==> src/rtl/uart_boot_loader_if.sv <==
// Bundle of the UART receive stream, the ROM write port and the loader status
// lines. The loader is the slave side; the UART/ROM/CPU environment is the master.
interface uart_boot_loader_if #(
    parameter int ADDR_W = 10
);
    logic              rx_valid;
    logic [7:0]        rx_data;
    logic              rom_we;
    logic [ADDR_W-1:0] rom_addr;
    logic [31:0]       rom_wdata;
    logic              cpu_reset;
    logic              busy;
    logic              done;
    logic              err;

    modport slave (
        input  rx_valid, rx_data,
        output rom_we, rom_addr, rom_wdata, cpu_reset, busy, done, err
    );

    modport master (
        output rx_valid, rx_data,
        input  rom_we, rom_addr, rom_wdata, cpu_reset, busy, done, err
    );
endinterface

==> src/rtl/uart_boot_loader.sv <==
// Boot sequencer: receives a framed program image from the UART byte stream,
// writes it into instruction ROM as little-endian 32-bit words, checks the XOR
// checksum and only then releases the CPU from reset.
module uart_boot_loader #(
    parameter int         ADDR_W  = 10,
    parameter int         TIMEOUT = 1_000_000,
    parameter logic [7:0] SYNC    = 8'hA5
) (
    input  logic               clk,
    input  logic               reset,
    uart_boot_loader_if.slave  bus
);
    localparam int TW = $clog2(TIMEOUT + 1);

    typedef enum logic [2:0] {IDLE, LEN0, LEN1, DATA, CSUM, RUN} state_t;

    state_t            state_q, state_d;
    logic              err_q, err_d;
    logic              we_q, we_d;
    logic [ADDR_W-1:0] addr_q, addr_d;
    logic [31:0]       wdata_q, wdata_d;
    logic [7:0]        csum_q, csum_d;
    logic [1:0]        idx_q, idx_d;
    logic [15:0]       wcnt_q, wcnt_d;
    logic [TW-1:0]     tcnt_q, tcnt_d;
    logic [23:0]       word_q, word_d;
    logic [15:0]       len_q, len_d;
    logic              in_frame;
    logic [15:0]       len_full;

    // Next-state, datapath updates and the inter-byte watchdog.
    always_comb begin
        state_d  = state_q;
        err_d    = err_q;
        we_d     = 1'b0;
        addr_d   = addr_q;
        wdata_d  = wdata_q;
        csum_d   = csum_q;
        idx_d    = idx_q;
        wcnt_d   = wcnt_q;
        tcnt_d   = tcnt_q;
        word_d   = word_q;
        len_d    = len_q;
        in_frame = (state_q == LEN0) || (state_q == LEN1) ||
                   (state_q == DATA) || (state_q == CSUM);
        len_full = {bus.rx_data, len_q[7:0]};

        // Address advances the cycle after each write strobe.
        if (we_q) addr_d = addr_q + ADDR_W'(1);
        if (in_frame) tcnt_d = tcnt_q + TW'(1);

        if (bus.rx_valid) begin
            // A byte arriving in the expiry cycle wins over the timeout.
            tcnt_d = '0;
            case (state_q)
                IDLE: begin
                    if (bus.rx_data == SYNC) begin
                        state_d = LEN0;
                        err_d   = 1'b0;
                        csum_d  = '0;
                        addr_d  = '0;
                        idx_d   = '0;
                        wcnt_d  = '0;
                    end
                end
                LEN0: begin
                    len_d[7:0] = bus.rx_data;
                    state_d    = LEN1;
                end
                LEN1: begin
                    len_d[15:8] = bus.rx_data;
                    if ({1'b0, len_full} > 17'(2 ** ADDR_W)) begin
                        err_d   = 1'b1;
                        state_d = IDLE;
                    end else if (len_full == 16'd0) begin
                        state_d = CSUM;
                    end else begin
                        state_d = DATA;
                    end
                end
                DATA: begin
                    csum_d = csum_q ^ bus.rx_data;
                    idx_d  = idx_q + 2'd1;
                    case (idx_q)
                        2'd0: word_d[7:0]   = bus.rx_data;
                        2'd1: word_d[15:8]  = bus.rx_data;
                        2'd2: word_d[23:16] = bus.rx_data;
                        default: begin
                            we_d    = 1'b1;
                            wdata_d = {bus.rx_data, word_q};
                            wcnt_d  = wcnt_q + 16'd1;
                            if (wcnt_q == len_q - 16'd1) state_d = CSUM;
                        end
                    endcase
                end
                CSUM: begin
                    if (bus.rx_data == csum_q) begin
                        state_d = RUN;
                    end else begin
                        err_d   = 1'b1;
                        state_d = IDLE;
                    end
                end
                default: ;
            endcase
        end else if (in_frame && (tcnt_q == TW'(TIMEOUT - 1))) begin
            err_d   = 1'b1;
            state_d = IDLE;
            tcnt_d  = '0;
        end
    end

    // Control and output registers; reset drops any pending write strobe.
    always_ff @(posedge clk) begin
        if (reset) begin
            state_q <= IDLE;
            err_q   <= 1'b0;
            we_q    <= 1'b0;
            addr_q  <= '0;
            wdata_q <= '0;
            csum_q  <= '0;
            idx_q   <= '0;
            wcnt_q  <= '0;
            tcnt_q  <= '0;
        end else begin
            state_q <= state_d;
            err_q   <= err_d;
            we_q    <= we_d;
            addr_q  <= addr_d;
            wdata_q <= wdata_d;
            csum_q  <= csum_d;
            idx_q   <= idx_d;
            wcnt_q  <= wcnt_d;
            tcnt_q  <= tcnt_d;
        end
    end

    // Word assembly and length capture; only meaningful once a frame is open.
    always_ff @(posedge clk) begin
        word_q <= word_d;
        len_q  <= len_d;
    end

    assign bus.rom_we    = we_q;
    assign bus.rom_addr  = addr_q;
    assign bus.rom_wdata = wdata_q;
    assign bus.cpu_reset = (state_q != RUN);
    assign bus.busy      = in_frame;
    assign bus.done      = (state_q == RUN);
    assign bus.err       = err_q;
endmodule

==> src/flat_wrapper.sv <==
// flat-port wrapper written by rule: the top's interface ports become plain ports
module uart_boot_loader_flat 
#(
    parameter int         ADDR_W  = 10,
    parameter int         TIMEOUT = 1_000_000,
    parameter logic [7:0] SYNC    = 8'hA5
)
  (clk, reset, bus_rx_valid, bus_rx_data, bus_rom_we, bus_rom_addr, bus_rom_wdata, bus_cpu_reset, bus_busy, bus_done, bus_err);
  uart_boot_loader_if #(.ADDR_W(ADDR_W)) bus_i ();
  input  logic clk;
  input  logic reset;
  input wire logic [$bits(bus_i.rx_valid)-1:0] bus_rx_valid;
  input wire logic [$bits(bus_i.rx_data)-1:0] bus_rx_data;
  output wire logic [$bits(bus_i.rom_we)-1:0] bus_rom_we;
  output wire logic [$bits(bus_i.rom_addr)-1:0] bus_rom_addr;
  output wire logic [$bits(bus_i.rom_wdata)-1:0] bus_rom_wdata;
  output wire logic [$bits(bus_i.cpu_reset)-1:0] bus_cpu_reset;
  output wire logic [$bits(bus_i.busy)-1:0] bus_busy;
  output wire logic [$bits(bus_i.done)-1:0] bus_done;
  output wire logic [$bits(bus_i.err)-1:0] bus_err;
  assign bus_i.rx_valid = bus_rx_valid;
  assign bus_i.rx_data = bus_rx_data;
  assign bus_rom_we = bus_i.rom_we;
  assign bus_rom_addr = bus_i.rom_addr;
  assign bus_rom_wdata = bus_i.rom_wdata;
  assign bus_cpu_reset = bus_i.cpu_reset;
  assign bus_busy = bus_i.busy;
  assign bus_done = bus_i.done;
  assign bus_err = bus_i.err;
  uart_boot_loader #(.ADDR_W(ADDR_W), .TIMEOUT(TIMEOUT), .SYNC(SYNC)) u_core (.clk(clk), .reset(reset), .bus(bus_i));
endmodule
==> config.mk <==
export PLATFORM = sky130hd
export DESIGN_NAME = uart_boot_loader_flat
export DESIGN_NICKNAME = d
export VERILOG_FILES = /design/src/rtl/uart_boot_loader_if.sv /design/src/rtl/uart_boot_loader.sv /design/src/flat_wrapper.sv
export SDC_FILE = /design/constraint.sdc
export NUM_CORES = 1
export LEC_CHECK = 0
export BUFFER_PORTS_ARGS = -buffer_cell sky130_fd_sc_hd__buf_2
export CORE_AREA = 2 2 150 108
export CTS_CLUSTER_DIAMETER = 200
export DETAILED_ROUTE_END_ITERATION = 12
export DIE_AREA = 0 0 152 110
export PLACE_DENSITY_LB_ADDON = 0.2
export SYNTH_ARGS = -nofsm -noshare
export SYNTH_HDL_FRONTEND = slang
export SYNTH_SLANG_ARGS = --single-unit
==> constraint.sdc <==
create_clock -name clk -period 4.55 [get_ports clk]
set_input_delay 0.455 -clock clk [delete_from_list [all_inputs] [get_ports clk]]
set_output_delay 0.455 -clock clk [all_outputs]
set_load 0.005 [all_outputs]
== Word level (Yosys, flattened, before mapping) ==
Index checks and enable logic that the tools add are counted.
Word-level totals
  memory bits (writable): 0
  output and inout bits: 47
  bits in read-only memories: 0
  bits in latches: 0
  bits of input ports: 11
  register bits after elaboration: 133
  memories: 0
  logic and storage cells: 94
Operators by class
  bitwise gates (word level): 4
  shifts and indexed selects: 0
  magnitude comparators: 1
  mux-type cells: 27
  multiply operators: 0
  div/mod/pow operators: 0
  eq/ne operators: 21
  reduce and logical (&&, ||, !) cells: 22
  add/sub/neg operators: 5
Operators with widths (count)
  two-way mux 10 bit: 4
  two-way mux 16 bit: 2
  one-hot mux 16 bit (2 select lines): 1
  two-way mux 3 bit: 8
  adder 20 x 1 -> 20 bit (second input constant): 1
  == test 20 bit (second input constant): 1
  adder 16 x 1 -> 16 bit (second input constant): 1
  == test 16 bit: 1
  > comparator 16 x 11 -> 1 bit (second input constant): 1
  logical NOT 16 bit: 1
  one-hot mux 8 bit (2 select lines): 1
  subtractor 16 x 1 -> 16 bit (second input constant): 1
  != test 3 bit (second input constant): 5
  one-hot mux 3 bit (5 select lines): 1
  AND reduction 3 bit: 5
  adder 10 x 1 -> 10 bit (second input constant): 1
  AND reduction 5 bit: 2
  OR reduction 3 bit: 3
  == test 8 bit: 1
  == test 8 bit (second input constant): 1
  two-way mux 8 bit: 1
  XOR 8 bit: 1
  == test 3 x 2 -> 1 bit (second input constant): 2
  == test 3 bit (second input constant): 2
  21 further kinds: 32

== Longest topological paths before layout ==
Gate-level depths: netlist of the first run.
  depth after elaboration: 7
  mapped depth: 9
  depth with buffers taken out: 9

== Least setup slack after synthesis of the first run ==
Ideal clock, no wire load.
  kind: register -> register
  start point: reg u_core.len_q[2]
  end point: reg u_core.state_q[1]
  setup time: 0.120 ns
  period minus slack after synthesis: 2.680 ns
  data required time: 4.430 ns
  data arrival time: 2.561 ns
  cell stages (with the launch flop): 9
  buffers on the path: 1
  path slack: 1.870 ns
  cell sequence: edfxtp_1 buf_6 or4_4 or3_1 o211ai_1 or4b_1 nor4_2 nor2_1 o31a_1
Between the ends
  cells in the longest elaborated chain, start to end: 5
  elaborated cells between the ends (all ways): 10
  those cells by class: 1 x add/sub; 1 x order compare; 2 x eq/ne; 4 x mux; 2 x reduce/logical
Ends and longest elaborated chain
  start, declared: line uart_boot_loader.sv:27  | logic [15:0] len_q, len_d;
  start signal, assigned: line uart_boot_loader.sv:141  | len_q <= len_d;
  parallel branches: the longest is 5 deep, another holds subtractor 16 x 1 -> 16 bit
  end signal, assigned: line uart_boot_loader.sv:126  | state_q <= state_d;
  end, declared: line uart_boot_loader.sv:17  | state_t state_q, state_d;
Several ways; the timed one is not identified.
A chain may end at the register's enable or synchronous reset.

== Final worst setup path of the first run ==
  start point: reg u_core.len_q[3]
  end point: reg u_core.state_q[1]
Same word-level chain as after synthesis.

==> impl_table.tex, run 1 <==
\begin{tabular}{lr}
\hline
Metric & Value \\
\hline
\multicolumn{2}{l}{\textbf{Outcome}} \\
\quad Outcome & completed \\
\multicolumn{2}{l}{\textbf{Floorplanning}} \\
\quad Die extent in y & 110 µm \\
\quad Die area & 16700 µm² \\
\quad Initial Utilization & 0.393 \\
\quad Die X-Extent & 152 µm \\
\quad Placeable core region & 15300 µm² \\
\quad Total I/O pin count & between 50 and 60 \\
\quad Standard-cell row count & 38 \\
\multicolumn{2}{l}{\textbf{STA}} \\
\quad Worst-margin pin slew & 0.979 ns \\
\quad Worst slew slack as a fraction of its limit & 0.347 \\
\quad Setup repair after global routing missed its margin & no \\
\quad Final Hold Viols & 0 \\
\quad Worst Clk Skew & 0.00756 ns \\
\quad Setup TNS after final layout & 0 ns \\
\quad Setup Viol. Count Final & 0 \\
\quad Shortest period the worst path allows & 3.11 ns \\
\quad Final clock period utilization by the worst path & 0.684 \\
\quad Number of pins with negative max-slew slack in the final report & 0 \\
\quad Maximum clock frequency & 0.321 GHz \\
\multicolumn{2}{l}{\textbf{Synthesis}} \\
\quad Async S/R FF share, synth & 0 \\
\quad Number of unique standard cell types used by synthesis & 56 \\
\quad Sequential cell area fraction in the yosys report & 0.511 \\
\quad Warnings, synthesis & 0 \\
\quad Gate count after technology mapping & 645 \\
\quad Synthesized area per cell & approximately 9.3 µm² \\
\quad Dominant cells by area after synthesis & sky130\_fd\_sc\_hd\_\_dfxtp\_1 (31\%), sky130\_fd\_sc\_hd\_\_edfxtp\_1 (20\%), sky130\_fd\_sc\_hd\_\_nand2\_1 (5.4\%) \\
\quad Netlist area before placement & between 5000 and 6000 µm² \\
\quad Cell types with the highest counts after synthesis & sky130\_fd\_sc\_hd\_\_dfxtp\_1 (93), sky130\_fd\_sc\_hd\_\_nand2\_1 (87), sky130\_fd\_sc\_hd\_\_nor2\_1 (71) \\
\quad Share of the synthesized area in the top cell type & 0.311 \\
\quad Most common cell in the netlist & sky130\_fd\_sc\_hd\_\_dfxtp\_1 \\
\quad Seq cells post-synth & between 100 and 150 \\
\quad Syn Nets & $\sim$670 \\
\quad Cell type contributing the most total cell area after synthesis & sky130\_fd\_sc\_hd\_\_dfxtp\_1 \\
\quad Count of flip-flops with a built-in enable after synthesis & 40 \\
\quad Most used flip-flop cell after synthesis & sky130\_fd\_sc\_hd\_\_dfxtp\_1 \\
\multicolumn{2}{l}{\textbf{Global routing}} \\
\quad Via count of the first global-routing pass & between 4000 and 5000 \\
\quad All-Layer GR Usage & 0.174 \\
\quad GRT overflow & 0 \\
\quad Maximum number of pins on one net before global-route repair & 54 \\
\quad First-pass GRT wire length & 23100 µm \\
\quad Number of antenna violations at the first check in global routing & 0 \\
\multicolumn{2}{l}{\textbf{Setup path}} \\
\quad Cells along the critical path & or4\_4, or3\_1, o211ai\_1, or4b\_1, nor4\_2, nor2\_1, o31a\_1 \\
\quad Reg-to-reg startpoint & u\_core.len\_q[3] \\
\quad Category of the critical setup timing path & register to register \\
\quad Peak per-stage delay on the critical path & 0.61 ns \\
\quad Startpoint Class & register \\
\quad Arrival time of the worst setup path & 3.42 ns \\
\quad Data required time at the worst endpoint & 4.86 ns \\
\quad Largest driver fanout on the critical path & 11 \\
\quad Slowest cell on the critical path & sky130\_fd\_sc\_hd\_\_or4\_4 \\
\quad Type of destination of the critical path & register \\
\quad Crit. Startpoint & u\_core.len\_q[3] \\
\multicolumn{2}{l}{\textbf{Pwr}} \\
\quad Leakage component of the power & 2.51 nW \\
\quad Power per cell area & 382 nW/µm² \\
\quad Peak ir drop on the vdd network & 0.248 mV \\
\multicolumn{2}{l}{\textbf{Drt}} \\
\quad Detailed-route via count & between 4000 and 5000 \\
\quad Number of DRC markers after the initial detailed-route iteration & 442 \\
\quad Vias per Instance & 5.16 \\
\quad Drt total wl & 14000 µm \\
\quad DRC violations left & 0 \\
\quad Antenna-violating nets left & 0 \\
\quad DR pass1 iterations & 5 \\
\quad Average wire per cell in the routed design & 15.4 µm \\
\multicolumn{2}{l}{\textbf{Clock network}} \\
\quad Number of gates resized after cts & 0 \\
\quad Number of buffers created by CTS & 17 \\
\quad CTS H-tree lvls & 4 \\
\quad Number of hold buffers added after CTS & 0 \\
\quad \# Post-CTS Setup Buffers & 0 \\
\quad TritonCTS clock tree & yes \\
\quad Worst-Skew Late Latency & 0.42 ns \\
\quad Clock-pin transition on the worst setup and hold timing paths & 0.06 ns \\
\quad Max Buffers Root-to-Sink & 2 \\
\quad Root cell of the clock tree & sky130\_fd\_sc\_hd\_\_clkbuf\_16 \\
\quad Number of clock sinks & 133 \\
\multicolumn{2}{l}{\textbf{Place}} \\
\quad Placer Congestion & 0.813 \\
\quad Final HPWL DP & $\sim$9600 µm \\
\quad Quantity of I/O buffers inserted on ports & 57 \\
\quad Post-placement cell count & 875 \\
\multicolumn{2}{l}{\textbf{Hold path}} \\
\quad Launch point of the worst hold path & bus\_rx\_valid \\
\quad Worst hold path type & primary input to register \\
\multicolumn{2}{l}{\textbf{Layout}} \\
\quad Share of post-route cells with drive strength above 1 & 0.158 \\
\quad Final-stage net count & 714 \\
\quad Number of diodes added for antenna fixing & 0 \\
\quad P\&R area growth vs syn & 17.3\% \\
\quad Number of standard cells in the layout, taps in and fillers out & 907 \\
\multicolumn{2}{l}{\textbf{Flow run}} \\
\quad Maxcap violations & 0 \\
\hline
\end{tabular}
[layout make-up]
type,instances,area [µm²]
Fill cell,1482,8230
Multi-Input combinational cell,466,2750
Clock buffer,17,425
Sequential cell,133,3060
Clock inverter,15,170
Tap cell,200,250
Inverter,14,52.6
Timing Repair Buffer,62,323
[path summary, 6_finish.rpt]
| path | endpoint | slack, ns | cells past startpoint |
|---|---|---|---|
| setup reg to reg | u_core.state_q[1] | 1.44 | 7 |
| hold reg to reg | u_core.bus.rom_wdata[28] | 0.45 | 2 |
| hold / removal | u_core.state_q[0] | 0.39 | 3 |
| setup / recovery | u_core.state_q[1] | 1.44 | 7 |
[critical path, delay by kind of cell, from the launching register on]
family | cells | cell delay [ns]
AND/OR/NAND/NOR | 5 | 2.00
flip-flops | 1 | 0.55
AO/OA/AOI/OAI | 2 | 0.46
[cell families (layout without fill, tap and decap cells)]
family / count (synthesis) / after routing / share of synthesized area
AO/OA/AOI/OAI: 106 / 106 / 0.106
XOR/XNOR: 62 / 62 / 0.0906
adder cells (fa/ha/maj): 9 / 9 / 0.0188
buffers and inverters: 46 / 108 / 0.0305
flip-flops: 133 / 133 / 0.511
multiplexers: 3 / 3 / 0.00501
AND/OR/NAND/NOR: 286 / 286 / 0.238
[cells in the final DEF (no fill, tap or decap), types with 14 or more instances in the layout]
cell	synthesis	final
sky130_fd_sc_hd__o21ai_0	23	23
sky130_fd_sc_hd__buf_2	2	57
sky130_fd_sc_hd__inv_1	14	14
sky130_fd_sc_hd__nand4_1	16	16
sky130_fd_sc_hd__clkbuf_16	0	17
sky130_fd_sc_hd__edfxtp_1	40	40
sky130_fd_sc_hd__nor2_1	71	71
sky130_fd_sc_hd__a21oi_1	51	51
sky130_fd_sc_hd__xnor2_1	35	35
sky130_fd_sc_hd__dfxtp_1	93	93
sky130_fd_sc_hd__xor2_1	27	27
sky130_fd_sc_hd__nand3_1	19	19
sky130_fd_sc_hd__nand2_1	87	87
[stage by stage]
| step | worst slack, ns | hold slack, ns | util | area [µm²] | total power [mW] |
|---|---|---|---|---|---|
| floorplan | 1.87 | 0.453 | - | 5990 | 1.30 |
| global placement | 1.54 | 0.440 | 0.422 | 6430 | 1.33 |
| detailed placement | 1.48 | 0.445 | 0.422 | 6430 | 1.33 |
| CTS | 1.47 | 0.377 | 0.461 | 7030 | 2.71 |
| global route | 1.28 | 0.392 | 0.461 | 7030 | 2.78 |
| finish | 1.44 | 0.392 | 0.461 | 7030 | 2.68 |
[state kept, by name, summed over array words and instances, names as in the netlist]
signal / flops
u_core.wcnt_q: 16
u_core.state_q: 3
u_core.word_q: 24
u_core.idx_q: 2
u_core.len_q: 16
u_core.tcnt_q: 20
u_core.bus.rom_addr: 10
u_core.bus.rom_we: 1
u_core.csum_q: 8
u_core.bus.rom_wdata: 32
u_core.bus.err: 1
[routing by layer]
layer  share of wire  routed length (µm)  global-route usage  up-vias
li1                -                   -                   -     2365
met1            0.51                7050               0.245     2196
met2            0.43                5990               0.257      110
met3           0.054                 749              0.0473       13
met4           0.012                 163              0.0661        0
met5               0                   0                   0        -
[report_power, final]
part           total (mW)  internal, mW  switching [mW]
Sequential           1.23          1.22         0.00723
Clock                1.38         0.821           0.560
Combinational      0.0703        0.0205          0.0498
No activity file was read; power rests on OpenSTA's default activity.
==> inputs of run 2 (changes only) <==
clock period = 3 ns   (was 4.55 ns; I/O delays follow)
==> run 2 against run 1 <==
Against the previous run: sequential power is 51% higher; setup slack worse by 1.3 ns; count of clock-buffer cells in the layout grew 1; global-route usage down 0.21 points; largest power group unchanged; critical endpoint unchanged.
==> impl_table.tex, run 2 (same netlist as run 1, synthesis figures left out) <==
\begin{tabular}{lr}
\hline
Metric & Value \\
\hline
\multicolumn{2}{l}{\textbf{Drt}} \\
\quad Drt total wl & 14200 µm (+1.6\%) \\
\quad Number of DRC markers after the initial detailed-route iteration & 370 (-16\%) \\
\quad Vias per Instance & 5.22 (+1.1\%) \\
\quad DRC violations left & 0 (unchanged) \\
\quad Average wire per cell in the routed design & 15.3 µm (-0.28\%) \\
\quad DR pass1 iterations & 5 (unchanged) \\
\quad Antenna-violating nets left & 0 (unchanged) \\
\quad Detailed-route via count & 4825 (+3.0\%) \\
\multicolumn{2}{l}{\textbf{STA}} \\
\quad Final worst-path setup slack & 0.100 ns (-1.34 ns) \\
\quad Worst Clk Skew & 0.00736 ns (-0.000203 ns) \\
\quad Maximum clock frequency & 0.345 GHz (+7.3\%) \\
\quad Shortest period the worst path allows & 2.90 ns (-0.212 ns) \\
\quad Final clock period utilization by the worst path & 0.967 (+0.283) \\
\quad Number of pins with negative max-slew slack in the final report & 0 (unchanged) \\
\quad Final Hold Viols & 0 (unchanged) \\
\quad Setup repair after global routing missed its margin & no \\
\quad Setup TNS after final layout & 0 ns (unchanged) \\
\quad Worst-margin pin slew & 0.538 ns (-0.441 ns) \\
\quad Setup Viol. Count Final & 0 (unchanged) \\
\quad Worst slew slack as a fraction of its limit & 0.638 (+0.290) \\
\multicolumn{2}{l}{\textbf{Flow run}} \\
\quad Maxcap violations & 0 (unchanged) \\
\multicolumn{2}{l}{\textbf{Place}} \\
\quad Post-placement cell count & 892 (+1.9\%) \\
\quad Placer Congestion & 0.835 (+2.6\%) \\
\quad Worst setup timing slack at the placement stage & 0.136 ns (-1.34 ns) \\
\quad Final HPWL DP & 9700 µm (+0.54\%) \\
\quad Quantity of I/O buffers inserted on ports & 57 (unchanged) \\
\multicolumn{2}{l}{\textbf{Global routing}} \\
\quad GRT overflow & 0 (unchanged) \\
\quad First-pass GRT wire length & 22700 µm (-1.8\%) \\
\quad All-Layer GR Usage & 0.172 (-0.00205) \\
\quad Via count of the first global-routing pass & 4417 (-1.2\%) \\
\quad Maximum number of pins on one net before global-route repair & 41 (-24\%) \\
\quad Number of antenna violations at the first check in global routing & 0 (unchanged) \\
\multicolumn{2}{l}{\textbf{Layout}} \\
\quad Leading cell types in the layout, fill and taps excluded & sky130\_fd\_sc\_hd\_\_dfxtp\_1 (93), sky130\_fd\_sc\_hd\_\_nand2\_1 (87), sky130\_fd\_sc\_hd\_\_nor2\_1 (71), sky130\_fd\_sc\_hd\_\_buf\_2 (57), sky130\_fd\_sc\_hd\_\_a21oi\_1 (51) \\
\quad Leading cell type in the layout, fill and taps excluded & sky130\_fd\_sc\_hd\_\_dfxtp\_1 \\
\quad Max reg flops & 32 (unchanged) \\
\quad Final-stage net count & 731 (+2.4\%) \\
\quad Number of standard cells in the layout, taps in and fillers out & 924 (+1.9\%) \\
\quad Number of diodes added for antenna fixing & 0 (unchanged) \\
\quad Share of post-route cells with drive strength above 1 & 0.177 (+0.0184) \\
\quad Final design utilization & 0.471 (+0.0102) \\
\quad Layout filler cell count & 1416 (-4.5\%) \\
\quad P\&R area growth vs syn & 19.9\% \\
\multicolumn{2}{l}{\textbf{Clock network}} \\
\quad Max Buffers Root-to-Sink & 2 (unchanged) \\
\quad Number of hold buffers added after CTS & 0 (unchanged) \\
\quad Root cell of the clock tree & sky130\_fd\_sc\_hd\_\_clkbuf\_16 \\
\quad \# Post-CTS Setup Buffers & 0 (unchanged) \\
\quad Number of clock sinks & 133 (unchanged) \\
\quad Clock-pin transition on the worst setup and hold timing paths & 0.06 ns (about the same) \\
\quad TritonCTS clock tree & yes \\
\quad Worst-Skew Late Latency & 0.42 ns (about the same) \\
\quad CTS H-tree lvls & 4 (unchanged) \\
\quad Number of gates resized after cts & 0 (unchanged) \\
\quad Number of buffers created by CTS & 17 (unchanged) \\
\multicolumn{2}{l}{\textbf{Floorplanning}} \\
\quad Die area & 16700 µm² (unchanged) \\
\quad Die X-Extent & 152 µm (unchanged) \\
\quad Placeable core region & 15300 µm² (unchanged) \\
\quad Die extent in y & 110 µm (unchanged) \\
\quad Standard-cell row count & 38 (unchanged) \\
\quad Initial Utilization & 0.393 (unchanged) \\
\quad Total I/O pin count & 58 (unchanged) \\
\multicolumn{2}{l}{\textbf{Setup path}} \\
\quad Largest driver fanout on the critical path & 5 (-6) \\
\quad Type of destination of the critical path & register \\
\quad Worst reg2reg setup slack & 0.10 ns (-1.34 ns) \\
\quad Startpoint Class & register \\
\quad Arrival time of the worst setup path & 3.20 ns (-0.22 ns) \\
\quad Data required time at the worst endpoint & 3.30 ns (-1.56 ns) \\
\quad Category of the critical setup timing path & register to register \\
\multicolumn{2}{l}{\textbf{Outcome}} \\
\quad Outcome & completed \\
\multicolumn{2}{l}{\textbf{Pwr}} \\
\quad Peak ir drop on the vdd network & 0.423 mV (+71\%) \\
\quad Leakage component of the power & 2.61 nW (+4.3\%) \\
\quad Power per cell area & 581 nW/µm² (+52\%) \\
\multicolumn{2}{l}{\textbf{Hold path}} \\
\quad Worst hold path type & primary input to register \\
\hline
\end{tabular}
run 2: cell types whose count changed in the layout (fill, tap and decap cells not counted):
cell,previous run,this run
sky130_fd_sc_hd__clkbuf_1,0,1
sky130_fd_sc_hd__nor4_4,0,1
sky130_fd_sc_hd__nor4_2,1,0
sky130_fd_sc_hd__inv_8,1,0
sky130_fd_sc_hd__clkinv_2,1,5
sky130_fd_sc_hd__inv_6,6,0
sky130_fd_sc_hd__buf_4,5,22
sky130_fd_sc_hd__bufinv_16,2,4
run 2: area by class of cell:
| class | count | area, µm² | area share |
|---|---|---|---|
| Tap cell | 200 | 250 | 0.0348 |
| Multi-Input combinational cell | 466 | 2760 | 0.383 |
| Clock inverter | 14 | 186 | 0.0259 |
| Sequential cell | 133 | 3060 | 0.426 |
| Clock buffer | 18 | 429 | 0.0597 |
| Timing Repair Buffer | 79 | 450 | 0.0627 |
| Inverter | 14 | 52.6 | 0.00731 |
run 2: path summary, 6_finish.rpt:
check,startpoint,to,depth (start not counted)
setup / recovery,u_core.len_q[0],u_core.state_q[1],10
hold / removal,reset,u_core.wcnt_q[1],2
setup reg to reg,u_core.len_q[0],u_core.state_q[1],10
hold reg to reg,u_core.bus.rom_wdata[13],u_core.bus.rom_wdata[13],2
run 2: where the power goes:
group,internal (mW),switching (mW)
combinational,0.0397,0.0832
sequential,1.86,0.00718
clock,1.38,0.802
total,3.28,0.892
run 2: through the flow:
| step | power, mW | hold WS [ns] | cell area, µm² |
|---|---|---|---|
| after floorplan | 1.97 | 0.399 | 5990 |
| after global placement | 2.02 | 0.441 | 6560 |
| after detailed placement | 2.03 | 0.446 | 6560 |
| after CTS | 4.21 | 0.214 | 7180 |
| after global routing | 4.31 | 0.231 | 7190 |
| final | 4.17 | 0.231 | 7190 |
run 2: worst max-delay path, cell delays in order (launching register included):
cell and delay [ns]:
sky130_fd_sc_hd__edfxtp_1 0.38, sky130_fd_sc_hd__buf_4 0.16, sky130_fd_sc_hd__inv_1 0.08, sky130_fd_sc_hd__ha_1 0.22, sky130_fd_sc_hd__or4b_2 0.62, sky130_fd_sc_hd__nor4_1 0.43, sky130_fd_sc_hd__buf_4 0.22, sky130_fd_sc_hd__o21ai_0 0.16
sky130_fd_sc_hd__o21a_1 0.22, sky130_fd_sc_hd__o21ba_2 0.19, sky130_fd_sc_hd__o31a_1 0.10
run 2: layer usage:
layer	up-vias	GRT usage	wire, µm	part of all wire
li1	2394	-	-	-
met1	2302	0.234	6980	0.49
met2	113	0.264	6310	0.45
met3	16	0.0473	658	0.046
met4	0	0.0681	219	0.015
met5	-	0	0	0
